[src/rtl/sdram_arbiter_pkg.sv]
// rtl/sdram_arbiter_pkg.sv - shared widths, FSM state enum and owner helper for the SDRAM arbiter
package sdram_pkg;

  localparam int AW_DEF = 24;  // SDRAM word address width
  localparam int DW_DEF = 16;  // data beat width
  localparam int LW_DEF = 4;   // burst length field width, beats = len + 1

  typedef enum logic [1:0] {
    IDLE  = 2'd0,
    CMD   = 2'd1,
    WDATA = 2'd2,
    RDATA = 2'd3
  } arb_state_t;

  // Requester index to one-hot grant/handshake vector.
  function automatic logic [1:0] owner_onehot(input logic owner);
    return owner ? 2'b10 : 2'b01;
  endfunction

endpackage

[src/rtl/sdram_arbiter_pick.sv]
// rtl/sdram_arbiter_pick.sv - two-input winner selector for the SDRAM arbiter
//
// Purpose: combinational choice between the display reader (0) and the
// capture writer (1). A lone requester always wins; on a tie the requester
// that was not granted last wins. Fixed priority is obtained by tying
// last_i high, which makes requester 0 win every tie.
//
// Ports:
//   valid_i  [1:0]  per-requester command valid
//   last_i          index of the requester granted most recently
//   any_o           at least one requester is valid
//   winner_o        index of the selected requester (0 when none valid)
module arb_pick (
  input  logic [1:0] valid_i,
  input  logic       last_i,
  output logic       any_o,
  output logic       winner_o
);

  assign any_o    = |valid_i;
  assign winner_o = (valid_i == 2'b11) ? ~last_i : valid_i[1];

endmodule

[src/rtl/sdram_arbiter.sv]
// rtl/sdram_arbiter.sv - two-requester burst arbiter in front of an SDRAM controller
//
// Purpose: grants one of two requesters (0 = display reader, 1 = capture
// writer) the SDRAM controller for a whole burst. The winning command is
// latched in IDLE, offered to the controller in CMD, and the data beats are
// passed through in WDATA or RDATA until len+1 beats have moved.
//
// Configuration macro: SDRAM_ARB_RR_EN
//   defined   - round-robin on ties (requester not granted last wins)
//   undefined - fixed priority, requester 0 wins ties
//
// Ports:
//   clk, rst                 clock, synchronous active-high reset
//   req_valid/req_ready      per-requester command handshake (ready one-hot)
//   req_addr/req_we/req_len  per-requester command fields
//   req_wdata/req_wready     per-requester write beat handshake
//   req_rdata/req_rvalid     read beat, rvalid one-hot to the owner
//   m_valid/m_ready          command handshake to the controller
//   m_addr/m_we/m_len        latched command fields
//   m_wdata/m_wready         write beat to the controller
//   m_rdata/m_rvalid         read beat from the controller
//   gnt                      one-hot current owner, 0 when idle
module sdram_arbiter
  import sdram_pkg::*;
#(
  parameter int AW = AW_DEF,
  parameter int DW = DW_DEF,
  parameter int LW = LW_DEF
) (
  input  logic                 clk,
  input  logic                 rst,
  input  logic [1:0]           req_valid,
  output logic [1:0]           req_ready,
  input  logic [1:0][AW-1:0]   req_addr,
  input  logic [1:0]           req_we,
  input  logic [1:0][LW-1:0]   req_len,
  input  logic [1:0][DW-1:0]   req_wdata,
  output logic [1:0]           req_wready,
  output logic [DW-1:0]        req_rdata,
  output logic [1:0]           req_rvalid,
  output logic                 m_valid,
  input  logic                 m_ready,
  output logic [AW-1:0]        m_addr,
  output logic                 m_we,
  output logic [LW-1:0]        m_len,
  output logic [DW-1:0]        m_wdata,
  input  logic                 m_wready,
  input  logic [DW-1:0]        m_rdata,
  input  logic                 m_rvalid,
  output logic [1:0]           gnt
);

  arb_state_t       state_q, state_d;
  logic             owner_q, owner_d;
  logic [LW-1:0]    cnt_q,   cnt_d;
  logic [AW-1:0]    addr_q,  addr_d;
  logic             we_q,    we_d;
  logic [LW-1:0]    len_q,   len_d;

  logic             pick_any;
  logic             pick_win;
  logic             pick_last;

`ifdef SDRAM_ARB_RR_EN
  logic             last_q, last_d;
  assign pick_last = last_q;
`else
  // Pretending requester 1 always won last makes requester 0 win every tie.
  assign pick_last = 1'b1;
`endif

  arb_pick u_pick (
    .valid_i  (req_valid),
    .last_i   (pick_last),
    .any_o    (pick_any),
    .winner_o (pick_win)
  );

  assign m_addr    = addr_q;
  assign m_we      = we_q;
  assign m_len     = len_q;
  assign m_wdata   = req_wdata[owner_q];
  assign req_rdata = m_rdata;
  assign gnt       = (state_q == IDLE) ? 2'b00 : owner_onehot(owner_q);

  always_comb begin
    state_d    = state_q;
    owner_d    = owner_q;
    cnt_d      = cnt_q;
    addr_d     = addr_q;
    we_d       = we_q;
    len_d      = len_q;
`ifdef SDRAM_ARB_RR_EN
    last_d     = last_q;
`endif
    m_valid    = 1'b0;
    req_ready  = 2'b00;
    req_wready = 2'b00;
    req_rvalid = 2'b00;

    case (state_q)
      IDLE: begin
        if (pick_any) begin
          owner_d = pick_win;
          addr_d  = req_addr[pick_win];
          we_d    = req_we[pick_win];
          len_d   = req_len[pick_win];
          state_d = CMD;
`ifdef SDRAM_ARB_RR_EN
          last_d  = pick_win;
`endif
        end
      end

      CMD: begin
        // The latched command is issued even if the requester drops valid.
        m_valid = 1'b1;
        if (m_ready) begin
          req_ready = owner_onehot(owner_q);
          cnt_d     = len_q;
          state_d   = we_q ? WDATA : RDATA;
        end
      end

      WDATA: begin
        if (m_wready) begin
          req_wready = owner_onehot(owner_q);
          if (cnt_q == '0) begin
            state_d = IDLE;
          end else begin
            cnt_d = cnt_q - LW'(1);
          end
        end
      end

      RDATA: begin
        if (m_rvalid) begin
          req_rvalid = owner_onehot(owner_q);
          if (cnt_q == '0) begin
            state_d = IDLE;
          end else begin
            cnt_d = cnt_q - LW'(1);
          end
        end
      end

      default: begin
        state_d = IDLE;
      end
    endcase
  end

  always_ff @(posedge clk) begin
    if (rst) begin
      state_q <= IDLE;
      owner_q <= 1'b0;
      cnt_q   <= '0;
      addr_q  <= '0;
      we_q    <= 1'b0;
      len_q   <= '0;
`ifdef SDRAM_ARB_RR_EN
      last_q  <= 1'b1;
`endif
    end else begin
      state_q <= state_d;
      owner_q <= owner_d;
      cnt_q   <= cnt_d;
      addr_q  <= addr_d;
      we_q    <= we_d;
      len_q   <= len_d;
`ifdef SDRAM_ARB_RR_EN
      last_q  <= last_d;
`endif
    end
  end

endmodule

[config.mk]
export PLATFORM = sky130hd
export DESIGN_NAME = sdram_arbiter
export DESIGN_NICKNAME = d
export VERILOG_FILES = /design/src/rtl/sdram_arbiter_pkg.sv /design/src/rtl/sdram_arbiter_pick.sv /design/src/rtl/sdram_arbiter.sv
export SDC_FILE = /design/constraint.sdc
export NUM_CORES = 1
export LEC_CHECK = 0
export ABC_CLOCK_PERIOD_IN_PS = 4900
export BUFFER_PORTS_ARGS = -buffer_cell sky130_fd_sc_hd__buf_4
export CAP_MARGIN = 10
export CORE_MARGIN = 3
export CORE_UTILIZATION = 42
export DETAILED_ROUTE_END_ITERATION = 6
export PLACE_DENSITY = 0.88
export SKIP_CTS_REPAIR_TIMING = 1
export SYNTH_ARGS = -nofsm -noshare
export SYNTH_HDL_FRONTEND = slang
export SYNTH_HIERARCHICAL = 1
export SYNTH_SLANG_ARGS = --single-unit
[constraint.sdc]
create_clock -name clk -period 4.9 [get_ports clk]
set_clock_uncertainty 0.05 [all_clocks]
set_input_delay 0.49 -clock clk [delete_from_list [all_inputs] [get_ports clk]]
set_output_delay 0.49 -clock clk [all_outputs]
set_load 0.01 [all_outputs]
=== Yosys cells after proc, flatten, opt, wreduce, memory -nomap -nowiden ===
Cells that the tools add are included.

* Register bits after elaboration: 36
* Input bits: 113

* Add/sub/neg operators: 1
* Magnitude comparators: 2
* Eq/ne operators: 8
* Mux-type cells: 30
* Reduce and logical (&&, ||, !) cells: 7

{| class="wikitable"
|+ Operators with widths
! kind !! number
|-
| $mux W24 || 2
|-
| $mux W16 || 2
|-
| $mux W2 || 13
|-
| $mux W4 || 6
|-
| $pmux W4 S3 || 1
|-
| $ne A2 B2 Y1 const B || 4
|-
| $pmux W2 S4 || 1
|-
| $reduce_and A4 Y1 || 2
|-
| $eq A2 B2 Y1 const B || 3
|-
| $mux W1 || 5
|-
| $logic_not A4 Y1 || 1
|-
| $lt A1 B2 Y1 const B || 2
|-
| $sub A4 B1 Y4 const B || 1
|-
| $reduce_bool A3 Y1 || 1
|-
| $eq A2 B1 Y1 const B || 1
|-
| $logic_not A2 Y1 || 1
|-
| $reduce_and A2 Y1 || 1
|-
| $reduce_or A2 Y1 || 1
|}

=== Logic depth before layout (Yosys ltp) ===
* Depth after elaboration: 4
* Mapped depth: 6
* Mapped depth without buffers: 6

=== Hierarchy ===
The synthesis kept the hierarchy.

{| class="wikitable"
|+ By module, submodules not included
! module !! instances !! cells an instance !! area an instance (µm²) !! seq. area each (µm²)
|-
| sdram_arbiter || 1 || 229 || 2137.0 || 720.7
|-
| arb_pick || 1 || 2 || 13.8 || 0.0
|}

=== Least setup slack after synthesis ===
OpenSTA, ideal clock, no wires.

* Path type: flip-flop to output port
* Start point: reg state_q[1]
* End point: out req_wready[1]
* Arrival time: 1164 ps
* Required time: 4360 ps
* Slack: 3196 ps
* Stages on the path, launching flop included: 4
* Path through: dfxtp_1 -> clkbuf_1 -> nand2_1 -> nor3b_1

* Longest elaborated chain between the ends: 2

{| class="wikitable"
|+ RTL lines
! item !! line !! RTL
|-
| from (decl) || sdram_arbiter.sv:53 || <nowiki>arb_state_t state_q, state_d;</nowiki>
|-
| from (signal assigned) || sdram_arbiter.sv:165 || <nowiki>state_q <= state_d;</nowiki>
|-
| $eq A2 B2 Y1 || sdram_arbiter.sv:101 || <nowiki>case (state_q)</nowiki>
|-
| $mux W2 || sdram_arbiter.sv:101 ||
|-
| to (decl) || sdram_arbiter.sv:38 || <nowiki>output logic [1:0] req_wready,</nowiki>
|}

No other way between the ends.

=== Worst setup path after layout ===
* Start point: reg owner_q
* End point: out m_wdata[9]

* Longest elaborated chain between the ends: 2

{| class="wikitable"
|+ RTL lines
! item !! line !! RTL
|-
| from (decl) || sdram_arbiter.sv:54 || <nowiki>logic owner_q, owner_d;</nowiki>
|-
| from (signal assigned) || sdram_arbiter.sv:166 || <nowiki>owner_q <= owner_d;</nowiki>
|-
| $mux W16 (implied by the code) (2 in a row) || sdram_arbiter.sv:82 || <nowiki>assign m_wdata = req_wdata[owner_q];</nowiki>
|-
| to (decl) || sdram_arbiter.sv:46 || <nowiki>output logic [DW-1:0] m_wdata,</nowiki>
|}

No other way between the ends. The select of a mux whose other input is x is not followed.

==> summary.md <==
| Metric | Value |
|---|---|
| Outcome | finished clean |
| Die area | 6020 um2 |
| WS Path Type | flip-flop to output pin |
| Die Height | 77.6 um |
| Post-synthesis sequential area ratio | 33.5% |
| Final wirelength | 6.11 mm |
| Worst Setup End Kind | output pin |
| IO Count | 183 |
| DRC violations left | 0 |
| Gr usage total | 19.5% |
| MaxCap Viol Count | 0 |
| Slowest cell on crit path | dfxtp_1 |
| Power per cell area | 275 nW/um2 |
| Grt ovf | 0 |
| H-Tree Depth | 2 |
| Hpwl dp | 4.91 mm |
| I/O Buffers | 150 |
| Leak | 1.52 nW |
| First-pass GRT wire length | 9.56 mm |
| Top_reg_cell synth | dfxtp_1 |
| Clock transition at path regs | 70 ps |
| Clock Tree Buf Depth | 2 |
| Worst min path class | flip-flop to flip-flop |
| Tightest Pin Transition | 1060 ps |
| Worst vdd ir | 0.196 mV |
| Critical-path maximum fanout | 23 |
| Startpoint types | flip-flop |
| Worst-path cell chain | mux2_2, buf_4 |
| Hold Slack | 450 ps |
| Post-Syn Area | 2150 um2 |
| Vias/cell | 4.99 |
| Yosys cell types | 32 |
| First-pass DRT Iterations | 4 |
| Worst-Skew Late Latency | 280 ps |
| Slew Limit Fails | 0 |
| Rel. slew slack | 29.6% |
| CTS root buffer | clkbuf_8 |
| Via count | 2106 |
| Cell Rows | 25 |
| Final setup fails | 0 |
| Layout net count | 468 |
| WP data arrival | 1770 ps |
| Number of synthesized flops with an enable pin | 0 |
| Final Hold Fails | 0 |
| Fmax | 0.433 GHz |
| RSZ-0062 raised after global routing | false |
| Inserted Diodes | 0 |
| YS warnings | 6 |
| Post-synthesis cell count | 231 |
| Area Growth Syn to Fin | 51.4% |
| Cell family with most CP delay | flip-flops |
| Req. time, crit path | 4360 ps |
| Gp weighted congestion | 0.853 |
| Part of the cycle the worst path needs | 47.1% |
| Clk sinks | 36 |
| Synthesized flop and latch total | 36 |
| Avg WL per Cell | 14.5 um |
| Post-route ant nets | 0 |
| Initial antenna violation count | 0 |
| Async SR Flop Fraction | 0% |
| Tmin final | 2310 ps |
| Syn_area_per_cell | 9.31 um2 |
| Die Span X | 77.6 um |
| Syn nets | 345 |
| Share of cells above drive strength 1 | 53.2% |
| Setup TNS | 0 ps |
| Initial core utilization | 44.4% |
| Core ar. | 4850 um2 |
| Number of buffer and inverter stages on the critical path | 1 |
| CTS tree | done |
| CP max stage delay | 900 ps |
| Vias in the first global route | 2062 |
| Largest net degree at the start of global routing | 60 |
| CTS Buf Count | 5 |
| Iteration-0 DRC Markers | 65 |
[logic make-up (layout without fill, tap and decap cells)]
family          count (synthesis)  after routing  synth area share (%)
compound gates                 44             44                  17.9
fa+ha+maj                       1              1                 0.582
buf+inv                        38            162                  10.7
flops                          36             36                  33.5
mux                            49             49                  23.7
other cells                     1              1                 0.174
simple gates                   62             62                  13.4
[path summary, 6_finish.rpt]
| kind | to | slack [ps] | from | cells past startpoint |
|---|---|---|---|---|
| max | m_wdata[9] | 2590 | owner_q$_SDFFE_PP0P_ | 2 |
| min | m_addr[8]$_SDFFE_PP0P_ | 450 | m_addr[8]$_SDFFE_PP0P_ | 2 |
| max reg2reg | owner_q$_SDFFE_PP0P_ | 2810 | state_q[1]$_SDFFE_PP0P_ | 4 |
| min reg2reg | m_addr[8]$_SDFFE_PP0P_ | 450 | m_addr[8]$_SDFFE_PP0P_ | 2 |
[sequential cells by signal, indices dropped and copies added (netlist names)]
name     cells
state_q      2
m_we         1
cnt_q        4
owner_q      1
m_addr      24
m_len        4
[placed cells by master, fill, tap and decap left out, types with 2 or more instances in the layout]
master / netlist / routed
nand2b_1: 3 / 3
clkbuf_8: 0 / 6
buf_4: 17 / 151
a21oi_1: 5 / 5
nor2_1: 41 / 41
a211oi_1: 20 / 20
mux2_2: 16 / 16
o32ai_2: 2 / 2
dfxtp_1: 36 / 36
nand2_1: 5 / 5
inv_1: 3 / 3
a31oi_1: 2 / 2
nor3b_1: 3 / 3
a211oi_2: 10 / 10
mux2i_1: 33 / 33
nor2b_1: 3 / 3
[report_power, final]
part           leakage [nW]  switching (mW)  total [mW]  internal, mW
sequential            0.298          0.0342       0.364         0.330
combinational          1.18           0.142       0.321         0.178
clock                0.0445          0.0978       0.212         0.114
[through the flow]
step | std cells | total power [mW] | cell area [um2] | setup WS [ps] | util [%]
CTS | 422 | 0.909 | 3260 | 2550 | 67.1
detailed placement | 414 | 0.694 | 3160 | 2770 | 65.2
global route | 422 | 0.953 | 3260 | 2470 | 67.1
finish | 422 | 0.897 | 3260 | 2590 | 67.1
global placement | 414 | 0.685 | 3160 | 2820 | 65.2
floorplan | 231 | 0.555 | 2150 | 3200 | -
[area by class of cell]
class	instances	area (um2)
Fill cell	383	1590
Inverter	3	11.3
Tap cell	67	83.8
Clock inverter	1	7.51
Multi-Input combinational cell	157	1210
Sequential cell	36	721
Timing Repair Buffer	151	1130
Clock buffer	7	86.3
[worst min-delay path, delay by kind of cell, from the launching register on]
kind | cells | cell delay, ps
compound gates | 1 | 50
simple gates | 1 | 90
flops | 1 | 310
[cells in the mapped netlist (2+ instances only)]
| cell type | n | area share [%] |
|---|---|---|
| a211oi_1 | 20 | 7.0 |
| a211oi_2 | 10 | 5.8 |
| a21boi_1 | 2 | 0.70 |
| a21oi_1 | 5 | 1.2 |
| a31oi_1 | 2 | 0.58 |
| buf_1 | 2 | 0.35 |
| buf_2 | 7 | 1.6 |
| buf_4 | 17 | 5.9 |
| buf_6 | 2 | 1.0 |
| clkbuf_1 | 7 | 1.2 |
| dfxtp_1 | 36 | 34 |
| inv_1 | 3 | 0.52 |
| mux2_2 | 16 | 8.4 |
| mux2i_1 | 33 | 15 |
| nand2_1 | 5 | 0.87 |
| nand2b_1 | 3 | 0.87 |
| nor2_1 | 41 | 7.2 |
| nor2b_1 | 3 | 0.87 |
| nor3b_1 | 3 | 1.0 |
| o32ai_2 | 2 | 1.5 |
[layer usage]
layer	track usage [%]	share of wire, %
met1	21.7	38
met2	34.7	50
met3	7.19	10
met4	5.69	1.9
met5	0	0
No activity file was read; power rests on OpenSTA's default activity.
